===== src/rtl/fifo_rd_ctrl.sv =====
// Read-side controller of the async FIFO: read pointers, memory read sequencing and a 2-entry FWFT output buffer.
// Optional pointer-integrity checker enabled by defining FIFO_RD_PTRCHK_EN.
module fifo_rd_ctrl #(
  parameter int ADDR_WIDTH = 4,
  parameter int DATA_WIDTH = 8
) (
  input  logic                  clk,
  input  logic                  rst_n,
  input  logic [ADDR_WIDTH:0]   wptr_gray_sync,
  output logic [ADDR_WIDTH:0]   rptr_gray,
  output logic                  mem_ren,
  output logic [ADDR_WIDTH-1:0] mem_raddr,
  input  logic [DATA_WIDTH-1:0] mem_rdata,
  output logic                  rd_valid,
  input  logic                  rd_ready,
  output logic [DATA_WIDTH-1:0] rd_data,
  output logic                  empty,
  output logic [ADDR_WIDTH:0]   rd_level,
  output logic                  err
);

  localparam logic [ADDR_WIDTH:0] PTR_ONE = {{ADDR_WIDTH{1'b0}}, 1'b1};

  logic [ADDR_WIDTH:0]   rptr_bin_q, rptr_bin_d;
  logic [ADDR_WIDTH:0]   rptr_gray_q, rptr_gray_d;
  logic [1:0]            buf_cnt_q, buf_cnt_d;
  logic                  inflight_q;
  logic [DATA_WIDTH-1:0] head_q, head_d;
  logic [DATA_WIDTH-1:0] skid_q, skid_d;

  logic [ADDR_WIDTH:0]   wptr_bin;
  logic                  mem_empty;
  logic                  pop;
  logic [1:0]            cnt_after_pop;
  logic [2:0]            occ_after;

  always_comb begin
    wptr_bin = '0;
    for (int i = 0; i <= ADDR_WIDTH; i++) begin
      wptr_bin[i] = ^(wptr_gray_sync >> i);
    end
  end

  assign mem_empty = (rptr_gray_q == wptr_gray_sync);
  assign rd_level  = wptr_bin - rptr_bin_q;

  assign rd_valid  = (buf_cnt_q != 2'd0);
  assign empty     = !rd_valid;
  assign rd_data   = head_q;
  assign rptr_gray = rptr_gray_q;
  assign mem_raddr = rptr_bin_q[ADDR_WIDTH-1:0];

  assign pop           = rd_valid && rd_ready;
  assign cnt_after_pop = buf_cnt_q - {1'b0, pop};
  // Occupancy once this cycle's pop and the in-flight arrival settle; a new read may only
  // be issued if its word will still find a free slot.
  assign occ_after     = {1'b0, cnt_after_pop} + {2'b00, inflight_q};
  assign mem_ren       = rst_n && !mem_empty && (occ_after <= 3'd1);

  always_comb begin
    rptr_bin_d  = rptr_bin_q;
    rptr_gray_d = rptr_gray_q;
    head_d      = head_q;
    skid_d      = skid_q;
    buf_cnt_d   = occ_after[1:0];
    if (mem_ren) begin
      rptr_bin_d  = rptr_bin_q + PTR_ONE;
      rptr_gray_d = rptr_bin_d ^ (rptr_bin_d >> 1);
    end
    if (pop) begin
      head_d = skid_q;
    end
    if (inflight_q) begin
      if (cnt_after_pop == 2'd0) begin
        head_d = mem_rdata;
      end else begin
        skid_d = mem_rdata;
      end
    end
  end

  always_ff @(posedge clk or negedge rst_n) begin
    if (!rst_n) begin
      rptr_bin_q  <= '0;
      rptr_gray_q <= '0;
      buf_cnt_q   <= 2'd0;
      inflight_q  <= 1'b0;
      head_q      <= '0;
      skid_q      <= '0;
    end else begin
      rptr_bin_q  <= rptr_bin_d;
      rptr_gray_q <= rptr_gray_d;
      buf_cnt_q   <= buf_cnt_d;
      inflight_q  <= mem_ren;
      head_q      <= head_d;
      skid_q      <= skid_d;
    end
  end

`ifdef FIFO_RD_PTRCHK_EN
  localparam logic [ADDR_WIDTH:0] DEPTH = {1'b1, {ADDR_WIDTH{1'b0}}};

  logic [ADDR_WIDTH:0] wptr_prev_q;
  logic [ADDR_WIDTH:0] wptr_diff;
  logic                prev_vld_q;
  logic                hop_bad;
  logic                level_bad;
  logic                err_q, err_d;

  // A legal synchronized Gray pointer moves by at most one bit per cycle; the first
  // cycle after reset has no valid predecessor to compare against.
  assign wptr_diff = wptr_gray_sync ^ wptr_prev_q;
  assign hop_bad   = prev_vld_q && ((wptr_diff & (wptr_diff - PTR_ONE)) != '0);
  assign level_bad = (rd_level > DEPTH);
  assign err_d     = err_q || hop_bad || level_bad;
  assign err       = err_q;

  always_ff @(posedge clk or negedge rst_n) begin
    if (!rst_n) begin
      wptr_prev_q <= '0;
      prev_vld_q  <= 1'b0;
      err_q       <= 1'b0;
    end else begin
      wptr_prev_q <= wptr_gray_sync;
      prev_vld_q  <= 1'b1;
      err_q       <= err_d;
    end
  end
`else
  assign err = 1'b0;
`endif

endmodule


===== config.mk =====
export PLATFORM = sky130hd
export DESIGN_NAME = fifo_rd_ctrl
export DESIGN_NICKNAME = d
export VERILOG_FILES = /design/src/rtl/fifo_rd_ctrl.sv
export SDC_FILE = /design/constraint.sdc
export NUM_CORES = 1
export LEC_CHECK = 0
export BUFFER_PORTS_ARGS = -buffer_cell sky130_fd_sc_hd__buf_2
export CORE_UTILIZATION = 40
export CTS_CLUSTER_DIAMETER = 120
export CTS_CLUSTER_SIZE = 20
export DETAILED_ROUTE_END_ITERATION = 10
export SYNTH_ARGS = -nofsm -noshare
export SYNTH_HDL_FRONTEND = slang
export SYNTH_SLANG_ARGS = --single-unit
export TNS_END_PERCENT = 10

===== constraint.sdc =====
create_clock -name clk -period 3 [get_ports clk]
set_input_delay 0 -clock clk [delete_from_list [all_inputs] [get_ports clk]]
set_output_delay 0 -clock clk [all_outputs]
set_load 0.1 [all_outputs]

# Word-level counts from Yosys, hierarchy flattened
# Index checks and enable logic that the tools add are counted.
[op_classes] add_sub_neg=4 n_lt_le_gt_ge=1 eq_ne=1 muxes=3 n_bitwise=2 n_reduce_logical=13
[ops] operator="5-bit XOR reduction" n=5
[ops] operator="8-bit 2-to-1 mux" n=3
[ops] operator="5-bit by 1-bit adder with 5-bit output, second input constant" n=1
[ops] operator="5-bit equality test" n=1
[ops] operator="5-bit subtractor" n=1
[ops] operator="5-bit by 4-bit XOR with 5-bit output" n=1
[ops] operator="2-bit by 1-bit adder with 3-bit output" n=1
[ops] operator="3-bit by 1-bit <= comparator with 1-bit output, second input constant" n=1
[ops] operator="1-bit logical AND" n=3
[ops] operator="1-bit logical NOT" n=2
[ops] operator="2-bit logical NOT" n=1
[ops] operator="2-bit AND reduction" n=1
[ops] operator="2-bit nonzero test" n=1
[ops] operator="2-bit by 1-bit subtractor with 2-bit output" n=1
[ops] operator="1-bit NOT" n=1
[totals] ff_bits=29 in_bits=16 output_inout_bits=26 wordCells=30

# Logic depth before layout (Yosys ltp)
[logic_depth] depth_word=6 depth_mapped=14

# Least setup slack after synthesis
# No wires, ideal clock.
[synth_path] path_type="register -> output" start="reg rptr_bin_q[2]" end="out rd_level[4]" t_arrival_ps=3391 required_ps=3000 path_slack_ps=-391 stages_incl_launch_ff=7 path_buffers=1 cell_sequence="dfrtp_1 -> clkbuf_1 -> inv_1 -> ha_1 -> a21o_1 -> a21oi_1 -> xor2_1"
[synth_between] elab_chain_len=1
[synth_lines] element="start: declaration" line="24" text="logic [ADDR_WIDTH:0] rptr_bin_q, rptr_bin_d;"
[synth_lines] element="start signal: assignment" line="91" text="rptr_bin_q <= rptr_bin_d;"
[synth_lines] element="5-bit subtractor" line="45" text="assign rd_level = wptr_bin - rptr_bin_q;"
[synth_lines] element="end: declaration" line="18" text="output logic [ADDR_WIDTH:0] rd_level,"
# No other way between the ends.

# Final worst setup path
[layout_path] start="reg buf_cnt_q[1]" end="out mem_ren"
[layout_between] elab_chain_len=6
[layout_lines] element="start: declaration" line="26" text="logic [1:0] buf_cnt_q, buf_cnt_d;"
[layout_lines] element="start signal: assignment" line="93" text="buf_cnt_q <= buf_cnt_d;"
[layout_lines] element="2-bit nonzero test" line="47" text="assign rd_valid = (buf_cnt_q != 2'd0);"
[layout_lines] element="1-bit logical AND" line="53" text="assign pop = rd_valid && rd_ready;"
[layout_lines] element="2-bit by 1-bit subtractor with 2-bit output (*)" line="54" text="assign cnt_after_pop = buf_cnt_q - {1'b0, pop};"
[layout_lines] element="2-bit by 1-bit adder with 3-bit output (*)" line="57" text="assign occ_after = {1'b0, cnt_after_pop} + {2'b00, inflight_q};"
[layout_lines] element="3-bit by 1-bit <= comparator with 1-bit output (*)" line="58" text="assign mem_ren = rst_n && !mem_empty && (occ_after <= 3'd1);"
[layout_lines] element="1-bit logical AND (*)" line="58"
[layout_lines] element="end: declaration" line="11" text="output logic mem_ren,"
# Every way passes the cells marked *; elsewhere a longest branch is shown, timed or not.

==> flow_metrics.py <==
metrics = {
    "outcome": {
        "status": "finished, final reports clean",
    },
    "global_routing": {
        "grt_overflow_total": 0,
        "grt_start_max_net_pins": 30,
        "antenna_found_initial": 0,
        "first_global_vias": 1044,
        "grt_usage": 0.151,
        "grt_pass1_wl_um": 4720,
    },
    "timing": {
        "fin_setup_tns_ns": 0,
        "period_needed_ns": 2.55,
        "fmax_mhz": 393,
        "slew_viol_final": 0,
        "setup_slack_ns": 0.453,
        "rsz0062_at_grt": "false",
        "worst_slew_pin_slew_ns": 0.641,
        "finalSetupViolCount": 0,
        "slew_headroom": 0.572,
        "finClkSkew_ns": 0.00623,
        "finalHoldViolCount": 0,
        "fin_crit_sh": 0.849,
    },
    "route": {
        "finalWirelength_um": 2860,
        "vias": 1092,
        "ant_nets": 0,
        "viasPerCell": 4.65,
        "route.detailed.drc": 0,
        "drt_iter0_drc": 50,
        "wire_per_inst_um": 12.2,
        "drt_first_pass_iters": 6,
    },
    "clocking": {
        "post_cts_resized": 0,
        "cts_tree": "built",
        "clockBufferDepth": 2,
        "h-tree-depth": 1,
        "numCtsBuffers": 3,
        "postCtsSetupBuffers": 0,
        "clk_latency_ns": 0.27,
        "clk_pin_slew_worst_paths_ns": 0.09,
        "clkSinkCount": 28,
        "root_buffer": "clkbuf_8",
    },
    "critical_path": {
        "arrival_ns": 2.55,
        "path_class": "flop to primary output",
        "cp_data_required_time_ns": 3.00,
        "critPathMaxFanout": 13,
        "setup.worst_path.end_class": "primary output",
        "cp-start-kind": "flop",
    },
    "synthesis": {
        "synthSimpleGateAreaFrac": 0.0700,
        "synth_adder_area_share": 0.0782,
        "synthMuxAreaShare": 0.133,
        "synth_top_family_by_area": "multiplexers",
        "syn_area_um2": 1540,
        "yosysWarningCount": 0,
        "ys_ff_latch": 28,
        "synthesis.nets": 164,
        "synth_seq_area_share": 0.456,
        "postSynthCellCount": 139,
        "synth.avg_cell_area_um2": 11.1,
        "synth_xor_area_frac": 0.131,
        "synth_cell_types": 27,
        "synth_compound_area_frac": 0.0757,
    },
    "cells_and_area": {
        "n_fill_cell": 324,
        "n_antenna_cell": 0,
        "area_delta_synth_final_pct": 25.5,
        "fin_nets": 214,
        "drive_gt1_frac": 0.321,
    },
    "floorplan": {
        "die_area_um2": 4090,
        "die_height_um": 64.0,
        "ios": 42,
        "initial_core_util": 0.420,
        "rows": 22,
        "core_area_um2": 3660,
        "die_x_um": 64.0,
    },
    "placed_design": {
        "routabilityCongestion": 0.777,
        "dpl.hpwl_um": 2110,
        "pre_cts_ws_ns": 0.446,
        "io_buffer_count": 40,
    },
    "worst_hold_path": {
        "min_path_type": "input pin to flop",
    },
    "job": {
        "drv_cap": 0,
    },
}
==> metrics by stage <==
stage | hold slack [ns] | area (um^2) | std cells | utilization
after CTS | 0.265 | 1930 | 235 | 0.527
final | 0.271 | 1930 | 235 | 0.527
after floorplan | -0.296 | 1540 | 139 | -
after global routing | 0.278 | 1930 | 235 | 0.527
after detailed placement | 0.0548 | 1800 | 223 | 0.491
after global placement | 0.0420 | 1800 | 223 | 0.491
==> cells in the final DEF (no fill, tap or decap) <==
master	synthesis	routed
buf_2	0	39
o21ai_1	1	1
nand2_2	1	1
nand4_1	2	2
nor2_1	9	9
nor3_2	1	1
o221ai_1	1	1
ha_1	8	8
conb_1	1	1
inv_1	14	14
buf_4	1	1
mux2_1	1	1
nand3_1	2	2
clkbuf_8	0	3
or2_2	1	1
nor2b_1	1	1
xnor2_1	14	14
xor2_1	9	8
xor2_2	0	1
dlygate4sd3_1	0	9
nand2_1	6	6
mux2i_1	8	8
a31oi_4	1	1
dfrtp_1	28	28
buf_12	0	1
a21oi_1	11	11
a21boi_2	1	1
fa_1	1	1
a21o_1	2	2
mux2_2	10	10
==> cells by family (layout without fill, tap and decap cells) <==
logic type | count (synthesis) | count (layout)
DFF | 28 | 28
xor gates and xnor gates | 23 | 23
other | 1 | 1
muxes | 19 | 19
and+or+nand+nor | 23 | 23
adders and majority gates | 9 | 9
buffers and inverters | 19 | 67
AOI/OAI and AO/OA | 17 | 17
==> cell usage after synthesis <==
| master | n | area [um^2] |
|---|---|---|
| a21boi_2 | 1 | 11.3 |
| a21o_1 | 2 | 15.0 |
| a21oi_1 | 11 | 55.1 |
| a31oi_4 | 1 | 21.3 |
| buf_4 | 1 | 7.51 |
| buf_6 | 1 | 11.3 |
| clkbuf_1 | 3 | 11.3 |
| conb_1 | 1 | 3.75 |
| dfrtp_1 | 28 | 701 |
| fa_1 | 1 | 20.0 |
| ha_1 | 8 | 100 |
| inv_1 | 14 | 52.6 |
| mux2_1 | 1 | 11.3 |
| mux2_2 | 10 | 113 |
| mux2i_1 | 8 | 80.1 |
| nand2_1 | 6 | 22.5 |
| nand2_2 | 1 | 6.26 |
| nand3_1 | 2 | 10.0 |
| nand4_1 | 2 | 12.5 |
| nor2_1 | 9 | 33.8 |
| nor2b_1 | 1 | 6.26 |
| nor3_2 | 1 | 10.0 |
| o21ai_1 | 1 | 5.00 |
| o221ai_1 | 1 | 8.76 |
| or2_2 | 1 | 6.26 |
| xnor2_1 | 14 | 123 |
| xor2_1 | 9 | 78.8 |
==> layout make-up <==
type	instances	area (um^2)	area share
Sequential cell	28	701	0.363
Clock buffer	3	41.3	0.0214
Inverter	14	52.6	0.0273
Timing Repair Buffer	50	313	0.162
Tap cell	48	60.1	0.0311
Multi-Input combinational cell	92	761	0.395
==> worst paths after layout <==
check                                   from  slack (ns)            end  cells after the start
max                             buf_cnt_q[1]        0.45        mem_ren                     11
min                        wptr_gray_sync[1]        0.27     inflight_q                      3
max reg2reg                     buf_cnt_q[1]        0.47   rptr_gray[0]                     11
min reg2reg                        skid_q[7]        0.51      skid_q[7]                      1
max in group asynchronous              rst_n        2.30  rptr_bin_q[0]                      2
min in group asynchronous              rst_n        0.28      skid_q[3]                      2
==> flip-flops by register name (all words and copies together) (netlist names) <==
signal / count
rd_data: 8
skid_q: 8
rptr_bin_q: 5
rptr_gray: 4
buf_cnt_q: 2
inflight_q: 1
==> metal layers <==
layer | GRT usage | vias to the layer above | routed length (um)
met2 | 0.243 | 25 | 1390
met3 | 0.0375 | 2 | 95
met1 | 0.204 | 513 | 1360
met4 | 0.0369 | 0 | 13
met5 | 0 | - | 0
li1 | - | 552 | -
==> timing repair <==
item,CTS,global route
setup endpoints to repair,0,0
endpoints found under the hold margin,43,0
hold buffers,9,0
==> worst max-delay path, stage by stage (launching register included) <==
cell and delay, ns:
dfrtp_1 0.40, or2_2 0.31, nand2_2 0.08, inv_1 0.04, ha_1 0.31, inv_1 0.05
ha_1 0.17, inv_1 0.05, ha_1 0.13, nand2_1 0.08, a31oi_4 0.41, buf_12 0.24
Power is not shown: default switching activity piles up to over one toggle a cycle in this logic, so the estimate is an artifact.
